`config.mk`:
```
export PLATFORM = sky130hd
export DESIGN_NAME = iic_arb_flat
export DESIGN_NICKNAME = d
export VERILOG_FILES = /design/src/rtl/iic_pkg.sv /design/src/rtl/iic_arb_if.sv /design/src/rtl/iic_rr_arb2.sv /design/src/rtl/iic_arb.sv /design/src/flat_wrapper.sv
export SDC_FILE = /design/constraint.sdc
export NUM_CORES = 1
export LEC_CHECK = 0
export BUFFER_PORTS_ARGS = -buffer_cell sky130_fd_sc_hd__buf_4
export CORE_MARGIN = 1
export CORE_UTILIZATION = 54
export DETAILED_ROUTE_END_ITERATION = 7
export PLACE_DENSITY = 0.91
export SKIP_LAST_GASP = 1
export SYNTH_ARGS = -nofsm -noshare
export SYNTH_HDL_FRONTEND = slang
export SYNTH_SLANG_ARGS = --single-unit
```
`constraint.sdc`:
```
create_clock -name Clk -period 3.4 [get_ports Clk]
set_clock_uncertainty 0.15 [all_clocks]
set_input_delay 0.85 -clock Clk [delete_from_list [all_inputs] [get_ports Clk]]
set_output_delay 0.85 -clock Clk [all_outputs]
set_load 0.02 [all_outputs]
```
`src/rtl/iic_pkg.sv`:
```
// Shared definitions for the IIC request arbiter: FSM encoding and default
// EEPROM timing constants (50 MHz clock).
package iic_pkg;

  typedef enum logic [1:0] {
    IDLE  = 2'd0,
    ISSUE = 2'd1,
    WAIT  = 2'd2,
    GAP   = 2'd3
  } iic_state_t;

  // 5 ms EEPROM internal write time, and a 20 ms abort window
  localparam int WR_GAP_DEF  = 250000;
  localparam int TIMEOUT_DEF = 1000000;

endpackage

```
`src/rtl/iic_arb_if.sv`:
```
// Command/response bundle between the arbiter and the IIC bit-level driver.
// Handshake: the master raises IIC_en with a stable command and holds it until
// the first Scl4x rising edge; the driver then reports completion with a rising
// edge on IIC_done, read data being valid in that cycle. Command fields stay
// stable until the next grant.
interface iic_arb_if;
  logic        IIC_en;
  logic [6:0]  IIC_slave_addr;
  logic [15:0] IIC_dev_addr;
  logic        IIC_bit_sel;
  logic        IIC_rh_wl;
  logic [7:0]  IIC_write_data;
  logic [7:0]  IIC_read_data;
  logic        IIC_done;
  logic        Scl4x;

  modport master (
    output IIC_en, IIC_slave_addr, IIC_dev_addr, IIC_bit_sel, IIC_rh_wl,
           IIC_write_data,
    input  IIC_read_data, IIC_done, Scl4x
  );

  modport slave (
    input  IIC_en, IIC_slave_addr, IIC_dev_addr, IIC_bit_sel, IIC_rh_wl,
           IIC_write_data,
    output IIC_read_data, IIC_done, Scl4x
  );
endinterface

```
`src/rtl/iic_rr_arb2.sv`:
```
// Two-input round-robin grant. last_q remembers the last winner; on contention
// the other requester wins. Reset value 1 lets requester 0 win first.
module iic_rr_arb2 (
  input  logic       clk,
  input  logic       rst,
  input  logic [1:0] req,
  input  logic       en,
  output logic [1:0] gnt,
  output logic       gnt_idx,
  output logic       gnt_valid
);

  logic last_q;

  always_comb begin
    gnt_idx = 1'b0;
    case (req)
      2'b01:   gnt_idx = 1'b0;
      2'b10:   gnt_idx = 1'b1;
      2'b11:   gnt_idx = ~last_q;
      default: gnt_idx = 1'b0;
    endcase
    gnt_valid = en & (|req);
    gnt       = gnt_valid ? (gnt_idx ? 2'b10 : 2'b01) : 2'b00;
  end

  always_ff @(posedge clk) begin
    if (rst)            last_q <= 1'b1;
    else if (gnt_valid) last_q <= gnt_idx;
  end

endmodule

```
`src/rtl/iic_arb.sv`:
```
// Arbitrates two requesters onto one IIC driver: round-robin grant, command
// issue, completion/timeout reporting and post-write EEPROM idle gap.
module iic_arb
  import iic_pkg::*;
#(
  parameter int WR_GAP  = WR_GAP_DEF,
  parameter int TIMEOUT = TIMEOUT_DEF
) (
  input  logic             Clk,
  input  logic             Rst,
  input  logic [1:0]       Req_en,
  input  logic [13:0]      Req_slave_addr,
  input  logic [31:0]      Req_dev_addr,
  input  logic [1:0]       Req_bit_sel,
  input  logic [1:0]       Req_rh_wl,
  input  logic [15:0]      Req_wdata,
  output logic [1:0]       Req_ack,
  output logic [1:0]       Req_done,
  output logic [1:0]       Req_err,
  output logic [7:0]       Req_rdata,
  output logic             Busy,
  output iic_state_t       state_dbg,
  iic_arb_if.master        iic
);

  localparam int TW = $clog2(TIMEOUT + 1);
  localparam int GW = $clog2(WR_GAP + 1);
  localparam logic [TW-1:0] T_LAST = TW'(TIMEOUT - 1);
  localparam logic [GW-1:0] G_LAST = GW'(WR_GAP - 1);

  iic_state_t    state_q, state_d;
  logic [TW-1:0] tcnt_q;
  logic [GW-1:0] gcnt_q;
  logic          scl_q, done_q, idx_q;
  logic          scl_rise, done_rise, t_last, g_last;
  logic          do_grant, do_done, do_err, clr_en;
  logic [1:0]    gnt;
  logic          gnt_idx, gnt_valid;

  iic_rr_arb2 u_rr (
    .clk       (Clk),
    .rst       (Rst),
    .req       (Req_en),
    .en        (state_q == IDLE),
    .gnt       (gnt),
    .gnt_idx   (gnt_idx),
    .gnt_valid (gnt_valid)
  );

  assign scl_rise  = iic.Scl4x & ~scl_q;
  assign done_rise = iic.IIC_done & ~done_q;
  assign t_last    = (tcnt_q == T_LAST);
  assign g_last    = (gcnt_q == G_LAST);
  assign Busy      = (state_q != IDLE);
  assign state_dbg = state_q;

  always_ff @(posedge Clk) begin
    if (Rst) state_q <= IDLE;
    else     state_q <= state_d;
  end

  // Completion wins over timeout when both land in the same cycle.
  always_comb begin
    state_d  = state_q;
    do_grant = 1'b0;
    do_done  = 1'b0;
    do_err   = 1'b0;
    clr_en   = 1'b0;
    case (state_q)
      IDLE: if (gnt_valid) begin
        do_grant = 1'b1;
        state_d  = ISSUE;
      end
      ISSUE: if (t_last) begin
        do_err  = 1'b1;
        state_d = IDLE;
      end else if (scl_rise) begin
        clr_en  = 1'b1;
        state_d = WAIT;
      end
      WAIT: if (done_rise) begin
        do_done = 1'b1;
        state_d = iic.IIC_rh_wl ? IDLE : GAP;
      end else if (t_last) begin
        do_err  = 1'b1;
        state_d = IDLE;
      end
      GAP: if (g_last) state_d = IDLE;
      default: state_d = IDLE;
    endcase
  end

  always_ff @(posedge Clk) begin
    if (Rst) begin
      Req_ack            <= '0;
      Req_done           <= '0;
      Req_err            <= '0;
      Req_rdata          <= '0;
      iic.IIC_en         <= 1'b0;
      iic.IIC_slave_addr <= '0;
      iic.IIC_dev_addr   <= '0;
      iic.IIC_bit_sel    <= 1'b0;
      iic.IIC_rh_wl      <= 1'b0;
      iic.IIC_write_data <= '0;
      idx_q              <= 1'b0;
      tcnt_q             <= '0;
      gcnt_q             <= '0;
      scl_q              <= 1'b0;
      done_q             <= 1'b0;
    end else begin
      scl_q    <= iic.Scl4x;
      done_q   <= iic.IIC_done;
      Req_ack  <= gnt;
      Req_done <= do_done ? {idx_q, ~idx_q} : 2'b00;
      Req_err  <= do_err  ? {idx_q, ~idx_q} : 2'b00;
      if (do_grant) begin
        idx_q              <= gnt_idx;
        iic.IIC_en         <= 1'b1;
        iic.IIC_slave_addr <= gnt_idx ? Req_slave_addr[13:7] : Req_slave_addr[6:0];
        iic.IIC_dev_addr   <= gnt_idx ? Req_dev_addr[31:16]  : Req_dev_addr[15:0];
        iic.IIC_bit_sel    <= Req_bit_sel[gnt_idx];
        iic.IIC_rh_wl      <= Req_rh_wl[gnt_idx];
        iic.IIC_write_data <= gnt_idx ? Req_wdata[15:8] : Req_wdata[7:0];
      end else if (clr_en || do_err) begin
        iic.IIC_en <= 1'b0;
      end
      if (do_done && iic.IIC_rh_wl) Req_rdata <= iic.IIC_read_data;
      // Both counters saturate rather than wrap.
      if (do_grant)            tcnt_q <= '0;
      else if (tcnt_q != '1)   tcnt_q <= tcnt_q + 1'b1;
      if (state_q != GAP)      gcnt_q <= '0;
      else if (gcnt_q != '1)   gcnt_q <= gcnt_q + 1'b1;
    end
  end

endmodule

```
`src/flat_wrapper.sv`:
```
// flat-port wrapper written by rule: the top's interface ports become plain ports
module iic_arb_flat import iic_pkg::*;
#(
  parameter int WR_GAP  = WR_GAP_DEF,
  parameter int TIMEOUT = TIMEOUT_DEF
)
  (Clk, Rst, Req_en, Req_slave_addr, Req_dev_addr, Req_bit_sel, Req_rh_wl, Req_wdata, Req_ack, Req_done, Req_err, Req_rdata, Busy, state_dbg, iic_IIC_en, iic_IIC_slave_addr, iic_IIC_dev_addr, iic_IIC_bit_sel, iic_IIC_rh_wl, iic_IIC_write_data, iic_IIC_read_data, iic_IIC_done, iic_Scl4x);
  iic_arb_if iic_i ();
  input  logic Clk;
  input  logic Rst;
  input  logic [1:0] Req_en;
  input  logic [13:0] Req_slave_addr;
  input  logic [31:0] Req_dev_addr;
  input  logic [1:0] Req_bit_sel;
  input  logic [1:0] Req_rh_wl;
  input  logic [15:0] Req_wdata;
  output logic [1:0] Req_ack;
  output logic [1:0] Req_done;
  output logic [1:0] Req_err;
  output logic [7:0] Req_rdata;
  output logic Busy;
  output iic_state_t state_dbg;
  output wire logic [$bits(iic_i.IIC_en)-1:0] iic_IIC_en;
  output wire logic [$bits(iic_i.IIC_slave_addr)-1:0] iic_IIC_slave_addr;
  output wire logic [$bits(iic_i.IIC_dev_addr)-1:0] iic_IIC_dev_addr;
  output wire logic [$bits(iic_i.IIC_bit_sel)-1:0] iic_IIC_bit_sel;
  output wire logic [$bits(iic_i.IIC_rh_wl)-1:0] iic_IIC_rh_wl;
  output wire logic [$bits(iic_i.IIC_write_data)-1:0] iic_IIC_write_data;
  input wire logic [$bits(iic_i.IIC_read_data)-1:0] iic_IIC_read_data;
  input wire logic [$bits(iic_i.IIC_done)-1:0] iic_IIC_done;
  input wire logic [$bits(iic_i.Scl4x)-1:0] iic_Scl4x;
  assign iic_IIC_en = iic_i.IIC_en;
  assign iic_IIC_slave_addr = iic_i.IIC_slave_addr;
  assign iic_IIC_dev_addr = iic_i.IIC_dev_addr;
  assign iic_IIC_bit_sel = iic_i.IIC_bit_sel;
  assign iic_IIC_rh_wl = iic_i.IIC_rh_wl;
  assign iic_IIC_write_data = iic_i.IIC_write_data;
  assign iic_i.IIC_read_data = iic_IIC_read_data;
  assign iic_i.IIC_done = iic_IIC_done;
  assign iic_i.Scl4x = iic_Scl4x;
  iic_arb #(.WR_GAP(WR_GAP), .TIMEOUT(TIMEOUT)) u_core (.Clk(Clk), .Rst(Rst), .Req_en(Req_en), .Req_slave_addr(Req_slave_addr), .Req_dev_addr(Req_dev_addr), .Req_bit_sel(Req_bit_sel), .Req_rh_wl(Req_rh_wl), .Req_wdata(Req_wdata), .Req_ack(Req_ack), .Req_done(Req_done), .Req_err(Req_err), .Req_rdata(Req_rdata), .Busy(Busy), .state_dbg(state_dbg), .iic(iic_i));
endmodule
```
==> results.sh <==
export IMPL_p_leak_nw=2.249
export IMPL_r2r_start="u_core.tcnt_q[0]"
export IMPL_cts_sinks=92
export IMPL_drive_gt1_share_pct=29.48
export IMPL_setup_violations=0
export IMPL_power_density_nw_per_um2=545.6
export IMPL_hold_viol_final=0
export IMPL_cts_tree="yes"
export IMPL_antenna_found_initial=0
export IMPL_syn_avg_cell_area_um2=9.184
export IMPL_clk_pin_slew_ns=0.09
export IMPL_path_max_fanout=14
export IMPL_ys_seq_area_share_pct=47.07
export IMPL_cts_hold_buf=0
export IMPL_cts_htree_levels=3
export IMPL_grt_pass1_vias=3564
export IMPL_synth_area_um2=3913
export IMPL_ys_types=51
export IMPL_reg2reg_to="u_core.tcnt_q[11]"
export IMPL_gp_congestion=0.8791
export IMPL_fin_crit_ns=2.444
export IMPL_die_area_um2=7590
export IMPL_endpoint_kind="register"
export IMPL_ys_ff_latch=92
export IMPL_drc=0
export IMPL_die_x_um=87.12
export IMPL_grt_pass1_wl_um=16480
export IMPL_drt_iter0_markers=282
export IMPL_arrival_ns=2.52
export IMPL_min_to="u_core.Req_rdata[1]"
export IMPL_synth_yosys_warnings=0
export IMPL_dieHeight_um=87.12
export IMPL_ir_drop_v=0.0003528
export IMPL_root_buffer="clkbuf_8"
export IMPL_areaGrowthSynthToFinish_pct=31.72
export IMPL_numCtsBuffers=9
export IMPL_core_region_area_um2=6907
export IMPL_firstDrtPassIters=7
export IMPL_synth_edf_count=0
export IMPL_setup_tns_ns=0
export IMPL_hold_path_class="register to register"
export IMPL_clock_latency_ns=0.36
export IMPL_finalMaxSlewViolations=0
export IMPL_vias=3752
export IMPL_cap_viol_max_count=0
export IMPL_overflow=0
export IMPL_async_reset_ff_share_pct=0
export IMPL_cts_buffer_depth=2
export IMPL_ios=131
export IMPL_grt_total_usage_pct=27.71
export IMPL_whs_path_depth=2
export IMPL_relSlewSlack_pct=41.81
export IMPL_stdcell_area_um2=5154
export IMPL_start_util_pct=56.65
export IMPL_rr_worst_depth=6
export IMPL_cp_required_ns=3.47
export IMPL_row_count=30
export IMPL_final_nets=635
export IMPL_min_delay_start="u_core.Req_rdata[1]"
export IMPL_synth_cells=426
export IMPL_n_antenna_cell=0
export IMPL_vias_per_cell=5.781
export IMPL_cts_setup_buffers=0
export IMPL_post_drt_wl_per_cell_um=15.89
export IMPL_rsz0062_at_grt="no"
export IMPL_synth_largest_area_cell="dfxtp_1"
export IMPL_portBuffers=130
export IMPL_wl_um=10310
export IMPL_path_class="register to register"
export IMPL_synth_top_area_share_pct=47.07
export IMPL_p_total_mw=2.812
export IMPL_antenna_left=0
export IMPL_hpwlAfterDp_um=7421
export IMPL_max_clock_freq_ghz=0.4091
export IMPL_netlist_top_cells_area="dfxtp_1, a222oi_1, xnor2_1"
export IMPL_fin_crit_sh_pct=71.89
export IMPL_worst_slew_pin_slew_ns=0.8697
export IMPL_regToRegSetupSlack_ns=0.96
export IMPL_ctsResizeCount=0
export IMPL_synthesis_nets=512
export IMPL_synth_ff_type="dfxtp_1"
export IMPL_placed_area_um2=4956
export IMPL_grt_max_degree=36
export IMPL_status="complete, no violations"
export IMPL_start_kind="register"
## cells in the mapped netlist, types with 6 or more instances
cell type / count
o21ai_0: 6
clkbuf_1: 19
nand3_1: 13
xnor2_1: 20
nor3_1: 9
a222oi_1: 33
xor2_1: 6
nand4_1: 6
nand2_1: 34
inv_1: 43
nor2_1: 39
ha_1: 6
a31oi_1: 6
dfxtp_1: 92
a211oi_1: 10
a21oi_1: 23
## cell usage in the layout, fill, tap and decap left out, types with 5 or more instances in the layout
cell / count
xnor2_1: 20
buf_4: 134
clkbuf_8: 10
nor2_1: 39
a222oi_1: 33
dfxtp_1: 92
nor3_1: 9
o21ai_0: 6
ha_1: 6
a211oi_1: 10
nand2_1: 34
a31oi_1: 6
a21oi_1: 21
xor2_1: 6
inv_1: 43
nand3_1: 13
and3_1: 5
nand4_1: 6
## logic make-up after synthesis
logic type	count (synthesis)	share of synthesized area, %
adder cells (fa/ha/maj)	6	1.919
XOR/XNOR	26	5.820
multiplexers	1	0.2558
AND/OR/NAND/NOR	140	18.77
buffers and inverters	65	6.492
flip-flops	92	47.07
AO/OA/AOI/OAI	96	19.67
## state kept, by name, summed over array words and instances, names as in the netlist
name,flops
u_core.scl_q,1
u_core.tcnt_q,20
u_core.Req_done,2
u_core.iic.IIC_dev_addr,16
u_core.Req_rdata,8
u_core.iic.IIC_en,1
u_core.state_dbg,2
u_core.iic.IIC_bit_sel,1
u_core.iic.IIC_rh_wl,1
u_core.Req_err,2
u_core.idx_q,1
u_core.iic.IIC_slave_addr,7
u_core.iic.IIC_write_data,8
u_core.Req_ack,2
u_core.u_rr.last_q,1
u_core.done_q,1
u_core.gcnt_q,18
## metal layers
layer	track usage, %	routed length, um	vias to the layer above
met5	0	0	-
met2	48.03	5358	153
met3	8.152	676	25
li1	-	-	1791
met1	31.87	3965	1783
met4	11.62	310	0
## area by class of cell
class	instances	area, um^2
clock inverters	5	60.06
inverters	43	161.4
repair buffers	134	1006
fillers	481	1753
clock buffers	10	137.6
well taps	96	120.1
multi-input cells	269	1827
flip-flops and latches	92	1842
## worst max path at each step
stage                                   start  depth (start not counted)                            to  slack [ns]
after CTS                 u_core.state_dbg[0]                          4                          Busy        0.99
after global placement                    Rst                          7  u_core.iic.IIC_slave_addr[6]        0.87
after floorplan                     Req_en[1]                          6    u_core.iic.IIC_dev_addr[0]        1.27
after detailed placement                  Rst                          7  u_core.iic.IIC_slave_addr[4]        0.78
final                        u_core.tcnt_q[0]                          6             u_core.tcnt_q[11]        0.96
after global routing         u_core.tcnt_q[0]                          6             u_core.tcnt_q[11]        0.76
## report_power, final
part           switching [mW]  total, mW  leakage (nW)  internal (mW)
logic                   0.439      0.781          1.40          0.342
registers              0.0857       1.29         0.750           1.20
clock network           0.384      0.743        0.0987          0.359
## through the flow
stage / instances / hold WS, ns / utilization, % / setup slack (ns)
final: 649 / 0.3127 / 74.62 / 0.9558
after global routing: 649 / 0.3348 / 74.62 / 0.7614
after CTS: 649 / 0.3162 / 74.62 / 0.9917
after detailed placement: 634 / 0.3025 / 71.76 / 0.7797
after global placement: 634 / 0.2992 / 71.76 / 0.8736
after floorplan: 426 / 0.2965 / - / 1.266
## worst max-delay path, stage by stage (launching register included)
cell	delay, ns
dfxtp_1	0.41
ha_1	0.19
nand3_1	0.26
nor2_1	0.76
a2111oi_0	0.28
xnor2_1	0.21
nor2_1	0.05
Power figures use the tool's default switching activity.
